File: src/rtl/buzzer_sequencer.sv
// Score player: fetches two-word events over the DMA read port, issues buzzer commands and timed delays.
// Optional looping scores (JUMP opcode 0xFE) are enabled by defining BUZZER_SEQ_LOOP_EN.
module buzzer_sequencer #(
    parameter int unsigned TICK_DIV = 50000
) (
    input  logic        clk,
    input  logic        rst,
    input  logic        play,
    input  logic [15:0] playAddr,
    input  logic        stop,
    output logic [15:0] addrDMA,
    output logic        startDMA,
    input  logic [15:0] inDMA,
    input  logic        rdyDMA,
    output logic [23:0] cmdOut,
    output logic        cmdValid,
    output logic        busy,
    output logic        done
);

    localparam int unsigned PRESC_W = (TICK_DIV > 1) ? $clog2(TICK_DIV) : 1;

    typedef enum logic [2:0] {
        IDLE, FETCH0, WAIT0, FETCH1, WAIT1, ISSUE, DELAY, FLUSH
    } state_t;

    state_t               state, stateNext;
    logic [15:0]          ptr, ptrNext;
    logic [7:0]           opcode, opcodeNext;
    logic [7:0]           delay, delayNext;
    logic [15:0]          payload, payloadNext;
    logic [PRESC_W-1:0]   presc, prescNext;
    logic [7:0]           ticks, ticksNext;
    logic [1:0]           flushIdx, flushIdxNext;
    logic                 stopPend, stopPendNext;

    logic                 isEnd;
    logic                 startNext, cmdValidNext, busyNext, doneNext;
    logic [15:0]          addrNext;
    logic [23:0]          cmdNext;

`ifdef BUZZER_SEQ_LOOP_EN
    logic isJump;
    assign isJump = (opcode == 8'hFE);
    assign isEnd  = (opcode == 8'hFF);
`else
    assign isEnd  = (opcode == 8'hFF) || (opcode == 8'hFE);
`endif

    // State, pointer, event capture and registered outputs
    always_ff @(posedge clk) begin
        if (rst) begin
            state    <= IDLE;
            ptr      <= 16'd0;
            opcode   <= 8'd0;
            delay    <= 8'd0;
            payload  <= 16'd0;
            presc    <= '0;
            ticks    <= 8'd0;
            flushIdx <= 2'd0;
            stopPend <= 1'b0;
            addrDMA  <= 16'd0;
            startDMA <= 1'b0;
            cmdOut   <= 24'd0;
            cmdValid <= 1'b0;
            busy     <= 1'b0;
            done     <= 1'b0;
        end else begin
            state    <= stateNext;
            ptr      <= ptrNext;
            opcode   <= opcodeNext;
            delay    <= delayNext;
            payload  <= payloadNext;
            presc    <= prescNext;
            ticks    <= ticksNext;
            flushIdx <= flushIdxNext;
            stopPend <= stopPendNext;
            addrDMA  <= addrNext;
            startDMA <= startNext;
            cmdOut   <= cmdNext;
            cmdValid <= cmdValidNext;
            busy     <= busyNext;
            done     <= doneNext;
        end
    end

    // Next-state and next-output decode
    always_comb begin
        stateNext    = state;
        ptrNext      = ptr;
        opcodeNext   = opcode;
        delayNext    = delay;
        payloadNext  = payload;
        prescNext    = presc;
        ticksNext    = ticks;
        flushIdxNext = 2'd0;
        stopPendNext = 1'b0;

        case (state)
            IDLE: begin
                if (play && !stop) begin
                    ptrNext   = playAddr;
                    stateNext = FETCH0;
                end
            end
            FETCH0: stateNext = stop ? FLUSH : WAIT0;
            WAIT0: begin
                stopPendNext = stopPend | stop;
                if (rdyDMA) begin
                    stopPendNext = 1'b0;
                    if (stopPend || stop) begin
                        stateNext = FLUSH;
                    end else begin
                        opcodeNext = inDMA[15:8];
                        delayNext  = inDMA[7:0];
                        ptrNext    = ptr + 16'd1;
                        stateNext  = FETCH1;
                    end
                end
            end
            FETCH1: stateNext = stop ? FLUSH : WAIT1;
            WAIT1: begin
                stopPendNext = stopPend | stop;
                if (rdyDMA) begin
                    stopPendNext = 1'b0;
                    if (stopPend || stop) begin
                        stateNext = FLUSH;
                    end else begin
                        payloadNext = inDMA;
                        ptrNext     = ptr + 16'd1;
                        stateNext   = ISSUE;
                    end
                end
            end
            ISSUE: begin
                if (stop || isEnd) begin
                    stateNext = FLUSH;
`ifdef BUZZER_SEQ_LOOP_EN
                end else if (isJump) begin
                    ptrNext   = payload;
                    stateNext = FETCH0;
`endif
                end else if (delay == 8'd0) begin
                    stateNext = FETCH0;
                end else begin
                    prescNext = '0;
                    ticksNext = delay;
                    stateNext = DELAY;
                end
            end
            DELAY: begin
                if (stop) begin
                    stateNext = FLUSH;
                end else if (presc == PRESC_W'(TICK_DIV - 1)) begin
                    prescNext = '0;
                    ticksNext = ticks - 8'd1;
                    if (ticks == 8'd1) stateNext = FETCH0;
                end else begin
                    prescNext = presc + PRESC_W'(1);
                end
            end
            FLUSH: begin
                if (flushIdx == 2'd2) stateNext = IDLE;
                else                  flushIdxNext = flushIdx + 2'd1;
            end
            default: stateNext = IDLE;
        endcase

        // Outputs are decoded from the upcoming state so they appear registered in that state
        startNext    = (stateNext == FETCH0) || (stateNext == FETCH1);
        addrNext     = startNext ? ptrNext : 16'd0;
        cmdValidNext = 1'b0;
        cmdNext      = 24'd0;
        if (stateNext == FLUSH) begin
            cmdValidNext = 1'b1;
            cmdNext      = {8'h02, 14'd0, flushIdxNext};
        end else if (stateNext == ISSUE && opcodeNext <= 8'd9) begin
            cmdValidNext = 1'b1;
            cmdNext      = {opcodeNext, payloadNext};
        end
        busyNext = (stateNext != IDLE);
        doneNext = (state == FLUSH) && (stateNext == IDLE);
    end

endmodule

File: config.mk
export PLATFORM = sky130hd
export DESIGN_NAME = buzzer_sequencer
export DESIGN_NICKNAME = d
export VERILOG_FILES = /design/src/rtl/buzzer_sequencer.sv
export SDC_FILE = /design/constraint.sdc
export NUM_CORES = 1
export LEC_CHECK = 0
export BUFFER_PORTS_ARGS = -buffer_cell sky130_fd_sc_hd__buf_2
export CAP_MARGIN = 25
export CORE_UTILIZATION = 40
export DETAILED_ROUTE_END_ITERATION = 12
export PLACE_DENSITY = 0.72
export SLEW_MARGIN = 30
export SYNTH_ARGS = -nofsm -noshare
export SYNTH_HDL_FRONTEND = slang
export SYNTH_SLANG_ARGS = --single-unit
File: constraint.sdc
create_clock -name clk -period 2.2 [get_ports clk]
set_input_delay 0.11 -clock clk [delete_from_list [all_inputs] [get_ports clk]]
set_output_delay 0.11 -clock clk [all_outputs]
set_load 0.01 [all_outputs]
# Word-level counts from Yosys, hierarchy flattened
# Index checks and enable logic that the tools add are counted.
dict set report word_totals {
  regBits 122
  in_bits 37
  out_inout_bits 44
}
dict set report classes {
  addsub 4
  order_cmp 1
  n_eq_ne 20
  n_mux 40
  n_bitwise 5
  reduce_logical 20
}
# cell count
set ops {}
lappend ops {{2-to-1 mux 16 bit} 10}
lappend ops {{one-hot mux 16 bit (2 select lines)} 2}
lappend ops {{2-to-1 mux 8 bit} 7}
lappend ops {{2-to-1 mux 18 bit} 2}
lappend ops {{2-to-1 mux 3 bit} 11}
lappend ops {{adder 16 x 1 -> 16 bit (second input constant)} 2}
lappend ops {{one-hot mux 3 bit (8 select lines)} 1}
lappend ops {{== test 3 bit (second input constant)} 6}
lappend ops {{== test 16 bit (second input constant)} 1}
lappend ops {{== test 8 bit (second input constant)} 2}
lappend ops {{one-hot mux 8 bit (2 select lines)} 1}
lappend ops {{== test 3 x 2 -> 1 bit (second input constant)} 3}
lappend ops {{== test 8 x 1 -> 1 bit (second input constant)} 1}
lappend ops {{<= comparator 8 x 4 -> 1 bit (second input constant)} 1}
lappend ops {{zero test 8 bit} 1}
lappend ops {{2-to-1 mux 2 bit} 4}
lappend ops {{!= test 2 bit (second input constant)} 4}
lappend ops {{subtractor 8 x 1 -> 8 bit (second input constant)} 1}
lappend ops {{== test 3 x 1 -> 1 bit (second input constant)} 2}
lappend ops {{zero test 3 bit} 2}
lappend ops {{OR reduction 3 bit} 2}
lappend ops {{AND reduction 5 bit} 1}
lappend ops {{logical OR 1 bit} 4}
lappend ops {{inverter 1 bit} 4}
lappend ops {{11 further kinds} 15}

# Logic depth before layout (Yosys ltp)
# Gate-level depths: netlist of run 1.
dict set report logic_depth {
  word_depth 9
  ltp_mapped 9
}

# Least setup slack after synthesis of run 1
# OpenSTA, ideal clock, no wires.
dict set report synth_timing {
  path_type {register to register}
  startpoint {register ticks[2]}
  endpoint {register cmdOut[1]}
  setup_time_ns 0.097
  arrival_ns 2.254
  required_time_ns 2.103
  path_slack_ns -0.151
  path_stages_with_launch 8
  n_path_buf 1
  period_less_slack_ns 2.351
  path_cell_list {dfxtp_1 -> or4_4 -> nor4b_2 -> and3_1 -> o32ai_1 -> or3_1 -> buf_6 -> o41ai_4}
}
dict set report synth_via {
  elab_chain_len 9
}
# element line_no
set synth_rtl {}
lappend synth_rtl {{start, declared} 33} ;# logic [7:0] ticks, ticksNext;
lappend synth_rtl {{start signal, assigned} 75} ;# ticks <= ticksNext;
lappend synth_rtl {{== test 8 x 1 -> 1 bit *} 157} ;# if (ticks == 8'd1) stateNext = FETCH0;
lappend synth_rtl {{2-to-1 mux 3 bit *} 157}
lappend synth_rtl {{2-to-1 mux 3 bit *} 154} ;# end else if (presc == PRESC_W'(TICK_DIV - 1)) begin
lappend synth_rtl {{2-to-1 mux 3 bit *} 152} ;# if (stop) begin
lappend synth_rtl {{one-hot mux 3 bit (8 select lines) *} 99} ;# case (state)
lappend synth_rtl {{== test 3 bit} 177} ;# end else if (stateNext == ISSUE && opcodeNext <= 8'd9) begin
lappend synth_rtl {{logical AND 1 bit} 177}
lappend synth_rtl {{2-to-1 mux 18 bit} 177}
lappend synth_rtl {{2-to-1 mux 18 bit *} 174} ;# if (stateNext == FLUSH) begin
lappend synth_rtl {{end signal, assigned} 80} ;# cmdOut <= cmdNext;
lappend synth_rtl {{end, declared} 15} ;# output logic [23:0] cmdOut,
# Every way passes the cells marked *; elsewhere a longest branch is shown, timed or not.
# A chain may end at the register's enable or synchronous reset.

# Final worst setup path of run 1
# Ends and elaborated chain as after synthesis.

==> results of run 1 <==
==> report_power, final <==
group | switching, mW | internal [mW] | leakage, nW
registers | 0.136 | 2.39 | 0.988
logic | 1.24 | 0.996 | 1.77
clock network | 1.02 | 1.82 | 0.290
==> sequential cells by signal (all words and copies together) (netlist names) <==
signal	count
cmdOut	24
stopPend	1
addrDMA	16
delay	8
opcode	8
startDMA	1
payload	16
ptr	16
busy	1
state	3
cmdValid	1
done	1
presc	16
ticks	8
flushIdx	2
==> metrics by stage <==
step	setup slack (ns)	std cells	cell area, µm²	util (%)	setup TNS, ns
2_1_floorplan	-0.002984	571	5106	-	-0.002984
3_3_place_gp	-0.1101	838	5998	49.12	-0.7749
3_5_place_dp	-0.1892	838	5998	49.12	-2.475
4_1_cts	-0.1103	900	6997	57.30	-1.886
5_1_grt	-0.1930	900	7030	57.57	-4.938
6_report	-0.09723	900	7030	57.57	-1.628
==> cell families after synthesis <==
group	Yosys count	synth area share [%]
other	1	0.07378
xor gates and xnor gates	14	2.412
adders and majority gates	4	0.9848
DFF	122	48.06
muxes	34	6.696
AOI/OAI and AO/OA	94	12.36
and+or+nand+nor	260	26.22
buffers and inverters	39	3.200
==> repair_timing <==
item	4_1_cts	5_1_grt
gates cloned	2	0
buffers inserted	5	0
endpoints found under the hold margin	40	0
resized for setup	12	11
hold buffers	24	0
pin swaps	2	1
setup endpoints to repair	42	44
==> layer usage <==
metal | global-route usage [%] | wire, µm | up-vias
li1 | - | - | 2330
met4 | 8.918 | 273 | 0
met3 | 6.141 | 695 | 24
met5 | 0 | 0 | -
met2 | 36.53 | 6512 | 172
met1 | 26.70 | 6053 | 2272
==> placed cells by master (no fill, tap or decap), drive strengths merged, types with 3 or more instances in the layout <==
cell,synthesis,layout
nand4b,4,4
dlygate4sd3,0,24
conb,1,4
a21o,7,7
o21ai,26,26
nand2,36,36
nand3,20,20
clkinvlp,0,3
xnor2,4,4
ha,4,4
a221oi,7,7
and3,7,7
inv,10,12
nand2b,3,3
mux2i,34,34
nor3,31,31
xor2,10,10
nor3b,3,3
a222oi,3,3
buf,6,133
or2,4,4
and4,5,5
clkbuf,23,19
a21oi,28,28
or3,5,5
nor4,10,10
o311ai,4,4
bufinv,0,3
nor2b,10,10
clkinv,0,5
nand4,11,11
nor2,100,100
dfxtp,122,122
==> worst max-delay path: stages, from the launching register on <==
cell and delay (ns):
dfxtp_1 0.31, or4_4 0.55, nor4b_4 0.28, and3_4 0.24, o32ai_2 0.09, or3_4 0.36
buf_12 0.17, o41ai_4 0.19
==> path summary, 6_finish.rpt <==
kind | start | endpoint | slack [ns] | cells after the start
hold / removal | inDMA[11] | opcode[3] | 0.02 | 3
setup reg to reg | ticks[2] | cmdOut[1] | -0.1 | 7
setup / recovery | ticks[2] | cmdOut[1] | -0.1 | 7
hold reg to reg | payload[10] | payload[10] | 0.49 | 2
==> final cells by class <==
type	instances	area [µm²]	area share [%]
multi-input combinational	410	2584	36.75
tap	168	210.2	2.990
clock buffer	19	442.9	6.300
sequential	122	2445	34.77
inverter	10	37.54	0.5339
timing repair buffer	158	1145	16.28
clock inverter	13	166.4	2.367
==> results by group, run 1 <==
Status
  • Status: finished with violations
  • Failing checks: negative setup slack

Yosys
  • Synth area leaders: dfxtp_1, nor2_1, mux2i_1
  • Syn Inst Count: 568
  • Area leader, netlist: dfxtp_1
  • Async set-reset flop share out of synthesis: 0%
  • Unique cell type count in the Yosys netlist: 59
  • Ys flop type: dfxtp_1
  • Cell Area, Synth: 5082 µm²
  • Synth cell count leaders: dfxtp_1, nor2_1, nand2_1
  • Synthesized area per cell: 8.948 µm²
  • Post-synth EDFFs: 0
  • Top-count cell post-synth: dfxtp_1
  • Register area share after synthesis: 48.06%
  • Synth Register Bits: 122
  • Ys Warns: 0
  • Post-synth top area share: 48.06%

Clocking
  • CTS tree: built
  • Clock transition at path regs: 0.06 ns
  • Max clock buf depth: 2
  • Worst skew pair latency: 0.42 ns
  • CTS Sinks: 122
  • Root Driver: clkbuf_16
  • Total CTS buffers: 17
  • H-tree depth: 4

Layout
  • Layout cells sized above 1: 27.46%
  • ANT cells: 0
  • Area grow syn2layout: 38.33%
  • Layout Nets: 760
  • Fill cell count: 1082

Detailed routing
  • DRT iter0 DRCs: 380
  • WL/cell: 15.04 µm
  • Via-per-instance ratio: 5.331
  • Via Count: 4798
  • DRT Pass-1 Iters: 5
  • WL final: 13.53 mm
  • Post-route ant nets: 0
  • DRC Markers: 0

Placed design
  • Final Wtd Congestion: 0.8706
  • Hpwl dp: 9.142 mm
  • Number of buffers added on ports: 80

Timing
  • RSZ-0062 raised after global routing: yes
  • Final worst-path cycle share: 104.4%
  • Hold Fails Final Rpt: 0
  • Hold WS: 0.02130 ns
  • Relative slew slack: 56.21%
  • Post-route setup slack: -0.09723 ns
  • Final Skew: 0.01441 ns
  • Worst-Margin Slew: 0.6568 ns
  • Max Clk Rate: 435.3 MHz
  • Final setup viols: 29
  • Tmin final: 2.297 ns
  • Final Max Tran Viols: 0

Floorplanning
  • Die Y: 114.7 µm
  • DIE AREA: 13160 µm²
  • Top-Level Pins: 81
  • Core area: 12210 µm²
  • Die X: 114.7 µm
  • Row count: 40
  • Initial Util: 41.62%

Global routing
  • Total Routing Usage GR: 21.91%
  • Wire length of the first global-routing pass: 22.22 mm
  • Remaining global-route overflow: 0
  • Largest net degree at the start of global routing: 39
  • Vias in the first global route: 4617
  • Initial antenna violation count: 0

Critical path
  • Arrival time at the worst endpoint: 2.62 ns
  • Crit Path Max Fanout: 19
  • Kind of end point of the critical path: flip-flop
  • Crit path required time: 2.52 ns
  • Worst Setup Start Kind: flip-flop
  • Path type of the worst setup path: flip-flop to flip-flop

Pwr
  • Total power: 7.605 mW
  • PD cells: 1082 nW/µm²
  • Maximum vdd ir drop: 0.6654 mV
  • Pleak: 3.046 nW

Job
  • Max-Cap Viols: 0

Min path
  • Hold/Removal Path Class: input pin to flip-flop
No activity file was read; power rests on OpenSTA's default activity.
==> inputs of run 2 (changes only) <==
- BUFFER_PORTS_ARGS: -buffer_cell sky130_fd_sc_hd__buf_2 -> default
- DONT_BUFFER_PORTS: default -> 1
- PLACE_DENSITY: 0.72 -> default
==> run 2 against run 1 <==
Effect of this change: combinational power decreased by 21%; core utilization shrank 3.4 points; the flow still finishes with violations (negative setup slack); worst setup slack improved by 0.0065 ns; cell area fell by 5.8%; first-iteration DRC count decreased by 33%; register-to-register slack barely moved; critical path type unchanged; routed wire length fell by 6.8%; worst hold slack better by 0.013 ns; clock power is 8.1% higher; clock skew is 0.0056 ns lower; final cell count fell by 8.6%.
==> results by group, run 2 (synthesis results as in run 1) <==
Clocking
  • Clock transition at path regs: 0.06 ns
  • Total CTS buffers: 17
  • CTS Sinks: 122
  • H-tree depth: 4
  • Worst skew pair latency: 0.41 ns
  • Max clock buf depth: 2
  • Root Driver: clkbuf_16
  • CTS tree: built

Timing
  • Worst-Margin Slew: 0.6419 ns
  • Final Skew: 0.008852 ns
  • Max Clk Rate: 436.5 MHz
  • RSZ-0062 raised after global routing: yes
  • Relative slew slack: 57.21%
  • Final Max Tran Viols: 0
  • Tmin final: 2.291 ns
  • Final setup viols: 10
  • Hold Fails Final Rpt: 0
  • Post-route setup slack: -0.09074 ns
  • Final worst-path cycle share: 104.1%

Min path
  • Hold/Removal Path Class: input pin to flip-flop

Critical path
  • Kind of end point of the critical path: flip-flop
  • Worst Setup Start Kind: flip-flop
  • Crit path required time: 2.52 ns
  • Crit Path Max Fanout: 19
  • Path type of the worst setup path: flip-flop to flip-flop
  • Arrival time at the worst endpoint: 2.61 ns

Layout
  • Most frequent cells in the layout: dfxtp_1, nor2_1, buf_4, nand2_1, mux2i_1
  • Commonest non-fill, non-tap cell in the layout: dfxtp_1
  • Number of flip-flops in the largest register: 24
  • Fin area: 6621 µm²
  • Layout cells sized above 1: 16.79%
  • Post-route core utilization: 54.22%
  • ANT cells: 0
  • Fin cells: 823
  • Largest Register: cmdOut
  • Layout Nets: 683
  • Area grow syn2layout: 30.28%

Detailed routing
  • DRT Pass-1 Iters: 5
  • DRC Markers: 0
  • DRT iter0 DRCs: 256
  • Via Count: 4398
  • WL final: 12.62 mm
  • Post-route ant nets: 0
  • WL/cell: 15.33 µm
  • Via-per-instance ratio: 5.344

Job
  • Max-Cap Viols: 0

Pwr
  • Total power: 7.424 mW
  • Pleak: 2.661 nW
  • Maximum vdd ir drop: 0.6429 mV
  • PD cells: 1121 nW/µm²

Placed design
  • DP Cell Count: 756
  • Placed Area: 5545 µm²
  • Hpwl dp: 8.430 mm
  • Pre-CTS WS: -0.2051 ns
  • Final Wtd Congestion: 0.8543
  • Number of buffers added on ports: 0

Floorplanning
  • Die Y: 114.7 µm
  • Die X: 114.7 µm
  • Row count: 40
  • Initial Util: 41.62%
  • Top-Level Pins: 81
  • Core area: 12210 µm²
  • DIE AREA: 13160 µm²

Status
  • Status: finished with violations
  • Failing checks: negative setup slack

Global routing
  • Initial antenna violation count: 0
  • Wire length of the first global-routing pass: 20.90 mm
  • Largest net degree at the start of global routing: 85
  • Total Routing Usage GR: 20.66%
  • Remaining global-route overflow: 0
  • Vias in the first global route: 4304
-- run 2: cell types whose count changed in the layout (fill, tap and decap cells not counted), sizes merged --
cell,previous run,this run
inv,12,13
buf,133,49
dlygate4sd3,24,32
bufbuf,1,0
clkinv,5,1
clkinvlp,3,4
bufinv,3,5
-- run 2: final timing paths --
path / depth (start not counted) / start / to / slack, ns
setup reg to reg: 7 / presc[10] / cmdOut[1] / -0.09
setup / recovery: 7 / presc[10] / cmdOut[1] / -0.09
hold reg to reg: 2 / payload[6] / payload[6] / 0.49
hold / removal: 3 / rst / presc[4] / 0.03
-- run 2: power by group --
group / leakage (nW) / internal, mW / switching, mW
Sequential: 0.989 / 2.40 / 0.191
Combinational: 1.37 / 0.733 / 1.03
Clock: 0.307 / 2.05 / 1.02
-- run 2: timing repair --
action	4_1_cts	5_1_grt
setup endpoints to repair	24	47
hold endpoints to repair	100	0
buffers inserted	0	2
pin swaps	2	1
hold buffers	33	0
resized for setup	6	5
-- run 2: final cells by class --
| class | instances | area [µm²] |
|---|---|---|
| clock buffer | 19 | 442.9 |
| clock inverter | 13 | 215.2 |
| fill | 1164 | 5590 |
| inverter | 10 | 37.54 |
| multi-input combinational | 410 | 2549 |
| sequential | 122 | 2446 |
| tap | 168 | 210.2 |
| timing repair buffer | 81 | 720.7 |
-- run 2: routing by layer --
metal / part of all wire [%] / global-route usage [%]
met5: 0 / 0
met2: 48 / 33.58
met4: 1.5 / 8.658
met3: 5.1 / 6.035
met1: 45 / 25.64
-- run 2: critical path: stages, from the launching register on --
cell and delay [ns]:
dfxtp_2 0.31, or4_4 0.54, nor4_4 0.28, and3_4 0.24, o32ai_2 0.10, or3_4 0.36, buf_12 0.17, o41ai_4 0.20
-- run 2: stage by stage --
step / hold slack [ns] / TNS [ns]
6_report: 0.03408 / -0.4160
3_5_place_dp: 0.1923 / -2.547
2_1_floorplan: 0.1943 / -0.002984
4_1_cts: 0.01629 / -0.5416
5_1_grt: 0.06067 / -2.631
3_3_place_gp: 0.1913 / -2.172
==> inputs of run 3 (changes only) <==
--- a/config.mk
+++ b/config.mk
@@ -9,4 +9,6 @@
 export CORE_UTILIZATION = 40
+export CTS_CLUSTER_SIZE = 30
 export DETAILED_ROUTE_END_ITERATION = 12
 export DONT_BUFFER_PORTS = 1
+export PLACE_DENSITY_LB_ADDON = 0.25
 export SLEW_MARGIN = 30
==> constraint.sdc (replaced) <==
create_clock -name clk -period 2.2 [get_ports clk]
set_input_delay 0.22 -clock clk [delete_from_list [all_inputs] [get_ports clk]]
set_output_delay 0.22 -clock clk [all_outputs]
set_load 0.01 [all_outputs]
==> run 3 against run 2 <==
Effect of this change: the flow still finishes with violations (negative setup slack); critical path depth did not move; largest cell class unchanged; global-route usage fell by 0.29 points; die area did not move; via count fell by 0.73%; register-to-register slack barely moved; combinational power rose by 15%; flip-flop and latch count did not move; clock skew rose by 0.00085 ns; clock power fell by 10%; power fell by 0.59%; non-clock buffer count fell by 6; critical endpoint unchanged; fmax rose by 0.20%.
==> results by group, run 3 (synthesis results as in run 1) <==
Timing
  • Max Clk Rate: 437.4 MHz
  • Final Max Tran Viols: 0
  • Worst-Margin Slew: 0.6083 ns
  • RSZ-0062 raised after global routing: yes
  • Post-route setup slack: -0.08617 ns
  • Final Skew: 0.009706 ns
  • Final worst-path cycle share: 103.9%
  • Tmin final: 2.286 ns
  • Hold Fails Final Rpt: 0
  • Final setup viols: 9
  • Hold WS: 0.02117 ns
  • Relative slew slack: 59.45%

Detailed routing
  • DRC Markers: 0
  • Via Count: 4366
  • DRT Pass-1 Iters: 6
  • WL final: 12.91 mm
  • Post-route ant nets: 0
  • Via-per-instance ratio: 5.364
  • DRT iter0 DRCs: 265
  • WL/cell: 15.86 µm

Layout
  • Largest Register: cmdOut
  • Number of flip-flops in the largest register: 24
  • Layout Nets: 677
  • Post-route core utilization: 54.22%
  • Most frequent cells in the layout: dfxtp_1, nor2_1, buf_4, nand2_1, mux2i_1
  • Fill cell count: 1136
  • ANT cells: 0
  • Commonest non-fill, non-tap cell in the layout: dfxtp_1
  • Area grow syn2layout: 30.28%
  • Layout cells sized above 1: 19.50%

Critical path
  • Path type of the worst setup path: flip-flop to flip-flop
  • Worst path cell trace: or4_4 -> nor4b_4 -> and3_4 -> o32ai_2 -> or3_4 -> buf_12 -> o41ai_4
  • Worst path slowest cell: or4_4
  • CP peak stage delay: 0.56 ns
  • Crit Path Max Fanout: 19
  • Kind of end point of the critical path: flip-flop
  • Arrival time at the worst endpoint: 2.60 ns
  • Worst Setup Start Kind: flip-flop
  • Crit path required time: 2.51 ns

Clocking
  • CTS tree: built
  • Root Driver: clkbuf_16
  • Max clock buf depth: 2
  • Worst skew pair latency: 0.41 ns
  • H-tree depth: 4
  • Clock transition at path regs: 0.05 ns
  • CTS Sinks: 122
  • Total CTS buffers: 17

Status
  • Status: finished with violations
  • Failing checks: negative setup slack

Placed design
  • Final Wtd Congestion: 0.8570
  • Number of buffers added on ports: 0
  • Hpwl dp: 8.289 mm

Pwr
  • Maximum vdd ir drop: 0.6852 mV
  • Pleak: 2.639 nW
  • PD cells: 1115 nW/µm²

Global routing
  • Remaining global-route overflow: 0
  • Vias in the first global route: 4147
  • Largest net degree at the start of global routing: 81
  • Total Routing Usage GR: 20.37%
  • Initial antenna violation count: 0
  • Wire length of the first global-routing pass: 20.76 mm

Floorplanning
  • Die X: 114.7 µm
  • Top-Level Pins: 81
  • Core area: 12210 µm²
  • Initial Util: 41.62%
  • DIE AREA: 13160 µm²
  • Die Y: 114.7 µm
  • Row count: 40

Min path
  • Hold/Removal Path Class: input pin to flip-flop

Job
  • Max-Cap Viols: 0
## run 3: cell count changes in the layout (fill, tap and decap cells not counted), sizes merged
cell and delta:
bufinv -2, dlygate4sd3 -8, buf +2, clkinvlp -2
clkbuf +3, clkinv +1, inv -3
## run 3: worst max-delay path: cells and delay by family (launching register included)
family	cells	cell delay [ns]
DFF	1	0.31
and+or+nand+nor	4	1.41
AOI/OAI and AO/OA	2	0.29
buffers and inverters	1	0.17
## run 3: metrics by stage
stage                     setup slack, ns  instance area, µm²  power [mW]  instances   TNS (ns)
after global routing              -0.1655                6621       7.745        814     -2.019
after floorplan                 -0.002984                5106       3.755        571  -0.002984
final                            -0.08617                6621       7.380        814    -0.3357
after global placement            -0.1954                5558       4.249        756     -3.426
after CTS                         -0.1031                6440       7.144        810    -0.6843
after detailed placement          -0.2061                5558       4.286        756     -3.279
## run 3: cell type report
| cell class | count | area [µm²] | share of cell area [%] |
|---|---|---|---|
| inverter | 10 | 37.54 | 0.5669 |
| tap | 168 | 210.2 | 3.175 |
| clock inverter | 7 | 118.9 | 1.795 |
| timing repair buffer | 75 | 688.2 | 10.39 |
| multi-input combinational | 410 | 2654 | 40.08 |
| clock buffer | 22 | 464.2 | 7.011 |
| sequential | 122 | 2449 | 36.98 |
## run 3: power breakdown
group	internal [mW]	switching, mW	leakage, nW
registers	2.40	0.200	0.990
clock network	1.82	0.934	0.278
logic	0.844	1.18	1.37
total	5.06	2.32	2.64
## run 3: routing by layer
layer  part of all wire (%)  global-route usage [%]  up-vias
met1                     45                   25.75     2089
li1                       -                       -     2159
met5                      0                       0        -
met2                     48                   32.65      108
met3                    5.5                   5.241       10
met4                    1.2                   9.437        0
## run 3: worst paths after layout
kind	slack [ns]	depth (start not counted)	start	to
worst max-delay path	-0.09	7	ticks[2]	cmdOut[1]
worst min-delay path	0.02	2	inDMA[14]	payload[14]
worst min register to register	0.49	2	payload[6]	payload[6]
worst max register to register	-0.09	7	ticks[2]	cmdOut[1]
## run 3: repair_timing
| action | CTS | global route |
|---|---|---|
| pin swaps | 2 | 13 |
| hold buffers | 25 | 0 |
| gates cloned | 0 | 2 |
| endpoints found under the setup margin | 59 | 62 |
| setup buffers | 0 | 2 |
| gates resized for setup | 5 | 46 |
| hold endpoints to repair | 85 | 0 |
